==> config.mk <==
export PLATFORM = sky130hd
export DESIGN_NAME = prim_clock_mux_sel_ctrl
export DESIGN_NICKNAME = d
export VERILOG_FILES = /design/src/rtl/prim_clock_mux_sel_ctrl.sv
export SDC_FILE = /design/constraint.sdc
export NUM_CORES = 1
export LEC_CHECK = 0
export BUFFER_PORTS_ARGS = -buffer_cell sky130_fd_sc_hd__buf_2
export CAP_MARGIN = 20
export CORE_MARGIN = 10
export CORE_UTILIZATION = 40
export CTS_BUF_LIST = sky130_fd_sc_hd__clkbuf_8
export CTS_CLUSTER_DIAMETER = 50
export DETAILED_ROUTE_END_ITERATION = 10
export PLACE_DENSITY = 0.61
export REMOVE_ABC_BUFFERS = 1
export SYNTH_ARGS = -nofsm -noshare
export SYNTH_HDL_FRONTEND = slang
export SYNTH_SLANG_ARGS = --single-unit
==> constraint.sdc <==
create_clock -name clk_i -period 2.1 [get_ports clk_i]
set_clock_uncertainty 0.05 [all_clocks]
set_input_delay 0.105 -clock clk_i [delete_from_list [all_inputs] [get_ports clk_i]]
set_output_delay 0.105 -clock clk_i [all_outputs]
set_load 0.01 [all_outputs]
==> src/rtl/prim_clock_mux_sel_ctrl.sv <==
// -----------------------------------------------------------------------------
// prim_clock_mux_sel_ctrl
//
// Drives the select line of a two-input clock mux and the enable of the clock
// gate that follows it. A switch request is taken over a valid/ready
// handshake and then runs the fixed sequence gate -> switch -> settle ->
// ungate, so the mux select only moves while the muxed clock is gated off.
// A request for the select that is already active completes without gating.
// Completion is flagged by a one-cycle done pulse.
//
// Parameters:
//   GateCycles   cycles spent in GATE and again in UNGATE (>= 1)
//   SettleCycles cycles spent in SWITCH after the select moves (>= 1)
//   ResetSel     select value driven while in reset
//
// Ports:
//   clk_i        clock
//   rst_i        asynchronous active-high reset
//   req_valid_i  switch request valid
//   req_sel_i    requested select (0 -> clk0, 1 -> clk1)
//   req_ready_o  high only in IDLE; handshake when valid && ready
//   sel_o        registered clock mux select
//   clk_en_o     registered downstream clock gate enable
//   busy_o       high in every state except IDLE
//   done_o       one-cycle pulse when a request completes
//
// Every output is a flop. Next-state logic computes the output values for
// the state being entered, so no request input reaches an output without
// passing through a register.
// -----------------------------------------------------------------------------
module prim_clock_mux_sel_ctrl #(
  parameter int unsigned GateCycles   = 4,
  parameter int unsigned SettleCycles = 8,
  parameter logic        ResetSel     = 1'b0
) (
  input  logic clk_i,
  input  logic rst_i,
  input  logic req_valid_i,
  input  logic req_sel_i,
  output logic req_ready_o,
  output logic sel_o,
  output logic clk_en_o,
  output logic busy_o,
  output logic done_o
);

  // ---------------------------------------------------------------------------
  // Parameter sanity: zero-length phases would break the gate/settle guarantee.
  // ---------------------------------------------------------------------------
  if (GateCycles < 1) begin : g_bad_gate_cycles
    $error("prim_clock_mux_sel_ctrl: GateCycles must be >= 1");
  end
  if (SettleCycles < 1) begin : g_bad_settle_cycles
    $error("prim_clock_mux_sel_ctrl: SettleCycles must be >= 1");
  end

  // Wait counter sized for the longer of the two phase lengths.
  localparam int unsigned MaxCycles = (GateCycles > SettleCycles) ? GateCycles : SettleCycles;
  localparam int unsigned CntW      = $clog2(MaxCycles + 1);

  // Counter is loaded with N-1 on phase entry and the phase ends when it hits
  // zero, giving exactly N cycles in the phase.
  localparam logic [CntW-1:0] GateLoad   = CntW'(GateCycles - 1);
  localparam logic [CntW-1:0] SettleLoad = CntW'(SettleCycles - 1);

  typedef enum logic [2:0] {
    StIdle   = 3'd0,
    StGate   = 3'd1,
    StSwitch = 3'd2,
    StUngate = 3'd3,
    StDone   = 3'd4
  } state_e;

  // ---------------------------------------------------------------------------
  // State and registered outputs
  // ---------------------------------------------------------------------------
  state_e          state_q,  state_d;
  logic [CntW-1:0] cnt_q,    cnt_d;
  logic            target_q, target_d;
  logic            sel_q,    sel_d;
  logic            clk_en_q, clk_en_d;
  logic            done_q,   done_d;
  logic            busy_q,   busy_d;
  logic            ready_q,  ready_d;

  // ---------------------------------------------------------------------------
  // Next-state logic
  // ---------------------------------------------------------------------------
  always_comb begin
    state_d  = state_q;
    target_d = target_q;
    sel_d    = sel_q;
    clk_en_d = clk_en_q;
    done_d   = 1'b0;
    // Free-running decrement that saturates at zero; phase entries override it.
    cnt_d    = (cnt_q == '0) ? '0 : (cnt_q - CntW'(1));

    unique case (state_q)
      StIdle: begin
        if (req_valid_i) begin
          if (req_sel_i == sel_q) begin
            // Already on the requested clock: skip the gating sequence.
            state_d = StDone;
            done_d  = 1'b1;
            cnt_d   = '0;
          end else begin
            state_d  = StGate;
            target_d = req_sel_i;
            clk_en_d = 1'b0;
            cnt_d    = GateLoad;
          end
        end
      end

      StGate: begin
        if (cnt_q == '0) begin
          // Clock has been gated for the full window; safe to move the mux.
          state_d = StSwitch;
          sel_d   = target_q;
          cnt_d   = SettleLoad;
        end
      end

      StSwitch: begin
        if (cnt_q == '0) begin
          state_d  = StUngate;
          clk_en_d = 1'b1;
          cnt_d    = GateLoad;
        end
      end

      StUngate: begin
        if (cnt_q == '0) begin
          state_d = StDone;
          done_d  = 1'b1;
          cnt_d   = '0;
        end
      end

      StDone: begin
        state_d = StIdle;
        cnt_d   = '0;
      end

      default: begin
        // Unreachable encodings recover to a safe, ungated idle.
        state_d  = StIdle;
        clk_en_d = 1'b1;
        cnt_d    = '0;
      end
    endcase

    // Status outputs are decoded from the state being entered so they can
    // be registered alongside it.
    busy_d  = (state_d != StIdle);
    ready_d = (state_d == StIdle);
  end

  // ---------------------------------------------------------------------------
  // Registers
  // ---------------------------------------------------------------------------
  always_ff @(posedge clk_i or posedge rst_i) begin
    if (rst_i) begin
      state_q  <= StIdle;
      cnt_q    <= '0;
      target_q <= ResetSel;
      sel_q    <= ResetSel;
      clk_en_q <= 1'b1;
      done_q   <= 1'b0;
      busy_q   <= 1'b0;
      ready_q  <= 1'b1;
    end else begin
      state_q  <= state_d;
      cnt_q    <= cnt_d;
      target_q <= target_d;
      sel_q    <= sel_d;
      clk_en_q <= clk_en_d;
      done_q   <= done_d;
      busy_q   <= busy_d;
      ready_q  <= ready_d;
    end
  end

  assign req_ready_o = ready_q;
  assign sel_o       = sel_q;
  assign clk_en_o    = clk_en_q;
  assign busy_o      = busy_q;
  assign done_o      = done_q;

  // ---------------------------------------------------------------------------
  // Simulation-only checks
  // ---------------------------------------------------------------------------
`ifndef SYNTHESIS
  // Checks start one clock after reset release so that the first sampled
  // cycle is never a reset cycle.
  logic chk_en_q;
  always_ff @(posedge clk_i or posedge rst_i) begin
    if (rst_i) begin
      chk_en_q <= 1'b0;
    end else begin
      chk_en_q <= 1'b1;
    end
  end

  // A presented request must carry a defined select value.
  a_req_sel_known: assert property (@(posedge clk_i) disable iff (rst_i)
    (chk_en_q && req_valid_i) |-> !$isunknown(req_sel_i))
    else $error("prim_clock_mux_sel_ctrl: req_sel_i is X while req_valid_i is high");

  // The select may only move while the clock is gated, both before and
  // after the edge on which it moves.
  a_sel_only_when_gated: assert property (@(posedge clk_i) disable iff (rst_i)
    (chk_en_q && (sel_q != $past(sel_q))) |-> (!clk_en_q && !$past(clk_en_q)))
    else $error("prim_clock_mux_sel_ctrl: sel_o changed while the clock was enabled");
`endif

endmodule
==> metrics, run 1 <==
fin crit period=1.580 ns; DP Wirelength=828.2 microns; Max-cap violations=0; DIE HEIGHT=59.47 microns; status=completed; Clock Sinks=13; initial antenna violation count=0; power per cell area=1626 nW/um^2; CTS tree=done; final wirelength=1139 microns; Resized cells post-CTS=0; DRT antenna net count=0; layout cells sized above 1=26.76%; GR Util All Layers=7.201%; Longest Clk Path Bufs=2; total gr overflow=0; vias in the first global route=436; CTS root buffer=clkbuf_8; layout overhead on the synthesized area=15.26%; Clk network pwr share=18.1%; internal power=0.7284 mW; antenna cell count=0; clk_lat worst skew=0.24 ns; Fillers=142; placed insts=82; number of flops mapped to enable cells by yosys=0; die footprint=3537 sq um; Mapped Area=623.1 sq um; Setup TNS Final=0 ns; # nets final=76; CP arrival=1.65 ns; RSZ-0062 raised after global routing=no; worst-path fanout max=7; Setup WS pre-CTS=0.5320 ns; Highest Clock Rate=632.9 MHz; Slowest cell on crit path=dfrtp_1; total chip power=1.167 mW; Slew @ Worst Pin=0.4932 ns; register area=327.8 sq um; asr flop ratio synth=100.0%; Worst Path Required=2.17 ns; drt wl/cell=13.09 microns; Cell Count, Final, Fillers Out=87; area of the multi-input gates=267.8 sq um; die width=59.47 microns; DR pass1 iterations=4; startpoint types=flip-flop; first-pass GRT wire length=1897 microns; CP Capture Type=flip-flop; hold_ws=0.05843 ns; Seq/Total Area, Yosys=52.61%; Clock transition at path regs=0.05 ns; Synth Flop Type=dfrtp_1; via count=463; # port buffers=8; TritonCTS Buffers=3; Yosys reg bits=13; post-layout instance area=718.2 sq um; Mapped Cells=61; # setup viols final=0; I/O pin count=9; Final Cycle Share=75.24%; worst path cell trace=or2_1 -> nor3_2 -> mux2_1; Reg power frac=42.7%; Peak VDD IR=0.7461 mV; initial core utilization=41.85%; Hold Violations, Final=0; Synth cell types=27; r2r worst-path depth=3; vias per inst=5.322; FP Rows=14; Placer Congestion=0.7634; final setup margin=0.5199 ns; Sw Ratio=37.60%; Crit Path Class=flip-flop to flip-flop; Slew headroom=66.84%; Leak=0.3251 nW; yosys warns=0; largest net degree at the start of global routing=14; syn avg cell area=10.21 sq um; CORE AREA=1489 sq um; Combinational Power Share=39.2%; Max Slew Vio Count=0; slowest stage delay, CP=0.47 ns; hold path cells=2; commonest non-fill, non-tap cell in the layout=dfrtp_1; Net Switching=0.4390 mW; Placed Area=663.1 sq um; Hold Crit Class=input pin to flip-flop; commonest cells after routing, fill and taps aside=dfrtp_1 (11), buf_2 (8), a21oi_1 (7), nor2_1 (5), o21ai_0 (5); DRC=0; CTS H-Tree Depth=1; post-layout util=48.24%; DRT iter0 DRCs=16
==> state kept, by name, indices dropped and copies added (netlist names) <==
signal	flops
target_q	1
busy_o	1
sel_o	1
cnt_q	4
clk_en_o	1
done_o	1
state_q	3
req_ready_o	1
==> cells in the mapped netlist, types with 2 or more instances <==
library cell	count	area [sq um]
dfstp_2	2	52.55
mux2_1	2	22.52
nor3b_1	2	15.01
nor3_1	3	15.01
a21oi_1	7	35.03
inv_1	2	7.510
dfrtp_1	11	275.3
o21ai_0	5	25.02
nand2_1	3	11.26
xnor2_1	2	17.52
nand3_1	2	10.01
nor2_1	5	18.77
==> power groups by stage <==
stage,registers (mW),logic [mW],clock network [mW]
final,0.499,0.457,0.211
after global routing,0.521,0.512,0.228
after CTS,0.498,0.461,0.217
after detailed placement,0.502,0.455,0
after global placement,0.502,0.457,0
after floorplan,0.501,0.325,0
==> area by class of cell <==
type / instances / area share (%)
multi-input cells: 43 / 37.28
repair buffers: 9 / 6.969
flip-flops and latches: 13 / 45.64
well taps: 16 / 2.787
clock buffers: 3 / 5.749
clock inverters: 1 / 0.5226
inverters: 2 / 1.045
==> cells by family (layout without fill, tap and decap cells) <==
logic type	count (synthesis)	in the layout	share of synthesized area, %
xor+xnor	3	3	4.218
buf+inv	5	15	4.417
simple gates	24	24	22.89
mux	2	2	3.614
flops	13	13	52.61
compound gates	14	14	12.25
==> metal layers <==
layer | wire length, microns | track usage, % | up-vias | part of all wire [%]
met2 | 537 | 10.55 | 6 | 47
li1 | - | - | 231 | -
met4 | 8 | 5.902 | 0 | 0.70
met1 | 525 | 8.005 | 224 | 46
met5 | 0 | 0 | - | 0
met3 | 67 | 2.790 | 2 | 5.9
==> critical path: cells and delay by family (launching register included) <==
| family | cells | cell delay, ns |
|---|---|---|
| multiplexers | 1 | 0.35 |
| AND/OR/NAND/NOR | 2 | 0.59 |
| flip-flops | 1 | 0.47 |
==> repair_timing <==
| item | in CTS | in global routing |
|---|---|---|
| buffers inserted | 0 | 0 |
| hold buffers | 1 | 0 |
| endpoints found under the hold margin | 11 | 0 |
==> path summary, 6_finish.rpt <==
check,from,end,slack (ns)
worst max-delay path,state_q[1],target_q,0.52
worst min-delay path,req_sel_i,target_q,0.06
worst max register to register,state_q[1],target_q,0.52
worst min register to register,target_q,sel_o,0.44
max in group asynchronous,rst_i,req_ready_o,1.29
min in group asynchronous,rst_i,done_o,0.36
Note: power is estimated with default switching activity, not from simulation.
==> run 2, diff against run 1 <==
Clock period 2.1 ns to 1.5 ns, I/O delays scaled along.
==> metrics, run 2 (synthesis results as in run 1) <==
register area=329.1 sq um; initial core utilization=41.85%; clk_lat worst skew=0.24 ns; top flop regs=cnt_q: 4 flops, state_q: 3 flops; via count=493; Max Slew Vio Count=0; CP arrival=1.50 ns; Reg with most FFs=cnt_q; # nets final=83; DRC=0; Clock Sinks=13; Peak VDD IR=1.005 mV; layout overhead on the synthesized area=27.51%; # setup viols final=0; die footprint=3537 sq um; Largest register FFs=4; total gr overflow=0; Slowest cell on crit path=dfrtp_2; Fillers=137; DRT antenna net count=0; startpoint types=flip-flop; Setup TNS Final=0 ns; TritonCTS Buffers=3; CTS H-Tree Depth=1; Worst Path Required=1.57 ns; DRT iter0 DRCs=10; Cell Count, Final, Fillers Out=94; worst-path fanout max=5; commonest cells after routing, fill and taps aside=dfrtp_1 (10), buf_2 (8), a21oi_1 (7), buf_4 (7), o21ai_0 (5); vias per inst=5.245; final wirelength=1231 microns; first-pass GRT wire length=2214 microns; post-CTS setup buffers=0; Max-cap violations=0; die width=59.47 microns; antenna cell count=0; post-layout util=53.36%; I/O pin count=9; Hold Crit Class=input pin to flip-flop; Crit Path Class=flip-flop to flip-flop; layout cells sized above 1=37.18%; total chip power=1.833 mW; worst path cell trace=nor4_4 -> nand2_1 -> mux2_1; CORE AREA=1489 sq um; DP Wirelength=932.3 microns; GR Util All Layers=8.121%; drt wl/cell=13.10 microns; Slew headroom=67.23%; Final Cycle Share=95.35%; largest net degree at the start of global routing=14; Slew @ Worst Pin=0.4910 ns; slowest stage delay, CP=0.43 ns; # port buffers=8; Longest Clk Path Bufs=2; Leak=0.3644 nW; Placer Congestion=0.7930; Hold Violations, Final=0; placed insts=89; CTS root buffer=clkbuf_8; status=completed; RSZ-0062 raised after global routing=yes; commonest non-fill, non-tap cell in the layout=dfrtp_1; fin crit period=1.430 ns; initial antenna violation count=0; power per cell area=2307 nW/um^2; Highest Clock Rate=699.2 MHz; DIE HEIGHT=59.47 microns; area of the multi-input gates=290.3 sq um; CTS tree=done; CP Capture Type=flip-flop; Clock transition at path regs=0.05 ns; FP Rows=14; vias in the first global route=492; DR pass1 iterations=4
[run 2: per-layer routing]
metal | global-route usage, % | part of all wire (%) | wire [microns] | up-vias
met5 | 0 | 0 | 0 | -
met4 | 4.918 | 1.9 | 24 | 0
met3 | 2.575 | 4.8 | 59 | 3
met2 | 12.18 | 47 | 574 | 10
met1 | 9.777 | 47 | 574 | 236
li1 | - | - | - | 244
[run 2: through the flow]
stage,hold WS [ns],instance area (sq um),setup WS (ns)
6_report,0.03535,794.5,0.06979
5_1_grt,0.04233,794.5,-0.01543
4_1_cts,0.03431,779.5,0.05526
3_5_place_dp,0.07061,715.7,0.004339
3_3_place_gp,0.05759,715.7,-0.04150
2_1_floorplan,-0.09947,603.1,0.04722
[run 2: power breakdown]
| group | internal [mW] | switching (mW) |
|---|---|---|
| Combinational | 0.447 | 0.444 |
| Sequential | 0.526 | 0.119 |
| Clock | 0.180 | 0.116 |
[run 2: worst paths after layout]
check,from,endpoint,slack (ns),cells after the start
worst max register to register,cnt_q[0],sel_o,0.07,3
min in group asynchronous,rst_i,state_q[0],0.35,3
worst min register to register,target_q,sel_o,0.46,1
max in group asynchronous,rst_i,cnt_q[0],0.70,3
worst max-delay path,cnt_q[0],sel_o,0.07,3
worst min-delay path,req_sel_i,target_q,0.04,2
[run 2: area by class of cell]
class / instances / area share [%]
Sequential cell: 13 / 41.42
Multi-Input combinational cell: 43 / 36.54
Timing Repair Buffer: 16 / 12.91
Clock buffer: 3 / 5.197
Tap cell: 16 / 2.520
Inverter: 2 / 0.9449
Clock inverter: 1 / 0.4724
[run 2: timing repair]
item	in CTS	in global routing
hold buffers	1	0
endpoints found under the setup margin	1	4
endpoints found under the hold margin	11	0
gates resized for setup	1	4
[run 2: critical path, delay by kind of cell (launching register included)]
kind / cells / cell delay, ns
muxes: 1 / 0.32
and+or+nand+nor: 2 / 0.51
DFF: 1 / 0.43
==> run 3, diff against run 2 <==
==> constraint.sdc (replaced) <==
create_clock -name clk_i -period 1.5 [get_ports clk_i]
set_clock_uncertainty 0.05 [all_clocks]
set_input_delay 0.3 -clock clk_i [delete_from_list [all_inputs] [get_ports clk_i]]
set_output_delay 0.3 -clock clk_i [all_outputs]
set_load 0.01 [all_outputs]
==> metrics, run 3 (synthesis results as in run 1) <==
status=completed; Slew @ Worst Pin=0.4764 ns; DRT iter0 DRCs=10; largest net degree at the start of global routing=14; CP Capture Type=flip-flop; Worst R2R Start=cnt_q[1]; Clock Sinks=13; worst path cell trace=or4_4 -> nor3_2 -> or3_1; layout cells sized above 1=36.71%; I/O pin count=9; CP arrival=1.56 ns; hold_buf cts=0; Slew headroom=68.21%; Crit Path Class=flip-flop to flip-flop; CTS tree=done; CORE AREA=1489 sq um; vias in the first global route=502; Largest register FFs=4; Clock transition at path regs=0.05 ns; r2r worst-path depth=3; R2R Path End=cnt_q[1]; die footprint=3537 sq um; Peak VDD IR=1.001 mV; final setup margin=0.07282 ns; vias per inst=5.179; die width=59.47 microns; # port buffers=8; layout overhead on the synthesized area=25.30%; Max Slew Vio Count=0; Placed Area=723.2 sq um; register area=327.8 sq um; # nets final=84; CTS root buffer=clkbuf_8; Placer Congestion=0.8671; Setup WS pre-CTS=0.07863 ns; commonest non-fill, non-tap cell in the layout=dfrtp_1; Worst Path Required=1.63 ns; via count=492; hold_ws=0.01373 ns; total gr overflow=0; Final Cycle Share=95.15%; Setup TNS Final=0 ns; DRC=0; Max-cap violations=0; Slowest cell on crit path=or4_4; antenna cell count=0; Fillers=129; clk_lat worst skew=0.24 ns; area of the multi-input gates=272.8 sq um; DR pass1 iterations=4; first-pass GRT wire length=2242 microns; RSZ-0062 raised after global routing=no; CTS H-Tree Depth=1; total chip power=1.849 mW; Highest Clock Rate=700.7 MHz; worst-path fanout max=6; drt wl/cell=13.96 microns; slowest stage delay, CP=0.57 ns; Reg with most FFs=cnt_q; DRT antenna net count=0; Hold Violations, Final=0; Longest Clk Path Bufs=2; initial antenna violation count=0; DP Wirelength=967.3 microns; r2r setup slk=0.07 ns; Hold Crit Class=input pin to async pin; FP Rows=14; commonest cells after routing, fill and taps aside=dfrtp_1 (11), buf_4 (9), buf_2 (8), a21oi_1 (7); post-layout instance area=780.7 sq um; # setup viols final=0; TritonCTS Buffers=3; top flop regs=cnt_q: 4 flops, state_q: 3 flops; Leak=0.3681 nW; fin crit period=1.427 ns; initial core utilization=41.85%; power per cell area=2368 nW/um^2; GR Util All Layers=8.416%; final wirelength=1326 microns; startpoint types=flip-flop; DIE HEIGHT=59.47 microns
run 3: cell count changes in the layout (fill, tap and decap cells not counted):
| cell | change |
|---|---|
| nor3_4 | -1 |
| dfrtp_1 | +1 |
| dfrtp_2 | -1 |
| nor2_1 | +1 |
| nor2_2 | -1 |
| nor4_4 | -1 |
| nor3_1 | -1 |
| nor3_2 | +2 |
| nor4_2 | +1 |
| buf_4 | +2 |
| nand3_1 | +1 |
| nand3_2 | -1 |
| dlygate4sd3_1 | -1 |
run 3: layer usage:
| layer | global-route usage [%] | share of wire, % | vias up |
|---|---|---|---|
| met5 | 0 | 0 | - |
| li1 | - | - | 249 |
| met2 | 12.18 | 46 | 12 |
| met1 | 10.12 | 45 | 227 |
| met3 | 4.077 | 6.6 | 4 |
| met4 | 3.934 | 1.8 | 0 |
run 3: area by class of cell:
class | instances | area share, %
clock buffers | 3 | 5.288
clock inverters | 1 | 0.4808
inverters | 2 | 0.9615
multi-input cells | 43 | 34.94
flip-flops and latches | 13 | 41.99
well taps | 16 | 2.564
repair buffers | 17 | 13.78
run 3: how the worst max path moves through the flow:
stage | start | endpoint | slack (ns) | depth (start not counted)
global placement | state_q[1] | cnt_q[1] | 0.08 | 5
CTS | cnt_q[1] | cnt_q[1] | 0.07 | 3
detailed placement | state_q[1] | cnt_q[1] | 0.08 | 5
floorplan | state_q[1] | target_q | 0.05 | 3
finish | cnt_q[1] | cnt_q[1] | 0.07 | 3
global route | cnt_q[1] | sel_o | 0.01 | 4
run 3: where the power goes:
group / internal (mW) / leakage, nW / switching (mW)
registers: 0.523 / 0.161 / 0.117
logic: 0.461 / 0.180 / 0.450
clock network: 0.180 / 0.0269 / 0.118
total: 1.16 / 0.368 / 0.685
run 3: repair_timing:
item	4_1_cts	5_1_grt
resized for setup	0	1
endpoints found under the setup margin	0	1
setup buffers	0	1
run 3: worst max-delay path, delay by kind of cell (launching register included):
family | cells | cell delay (ns)
simple gates | 3 | 0.88
flops | 1 | 0.44
run 3: metrics by stage:
step | util, % | cells
2_1_floorplan | - | 58
4_1_cts | 51.60 | 94
3_5_place_dp | 48.57 | 90
6_report | 52.44 | 95
5_1_grt | 52.44 | 95
3_3_place_gp | 48.57 | 90
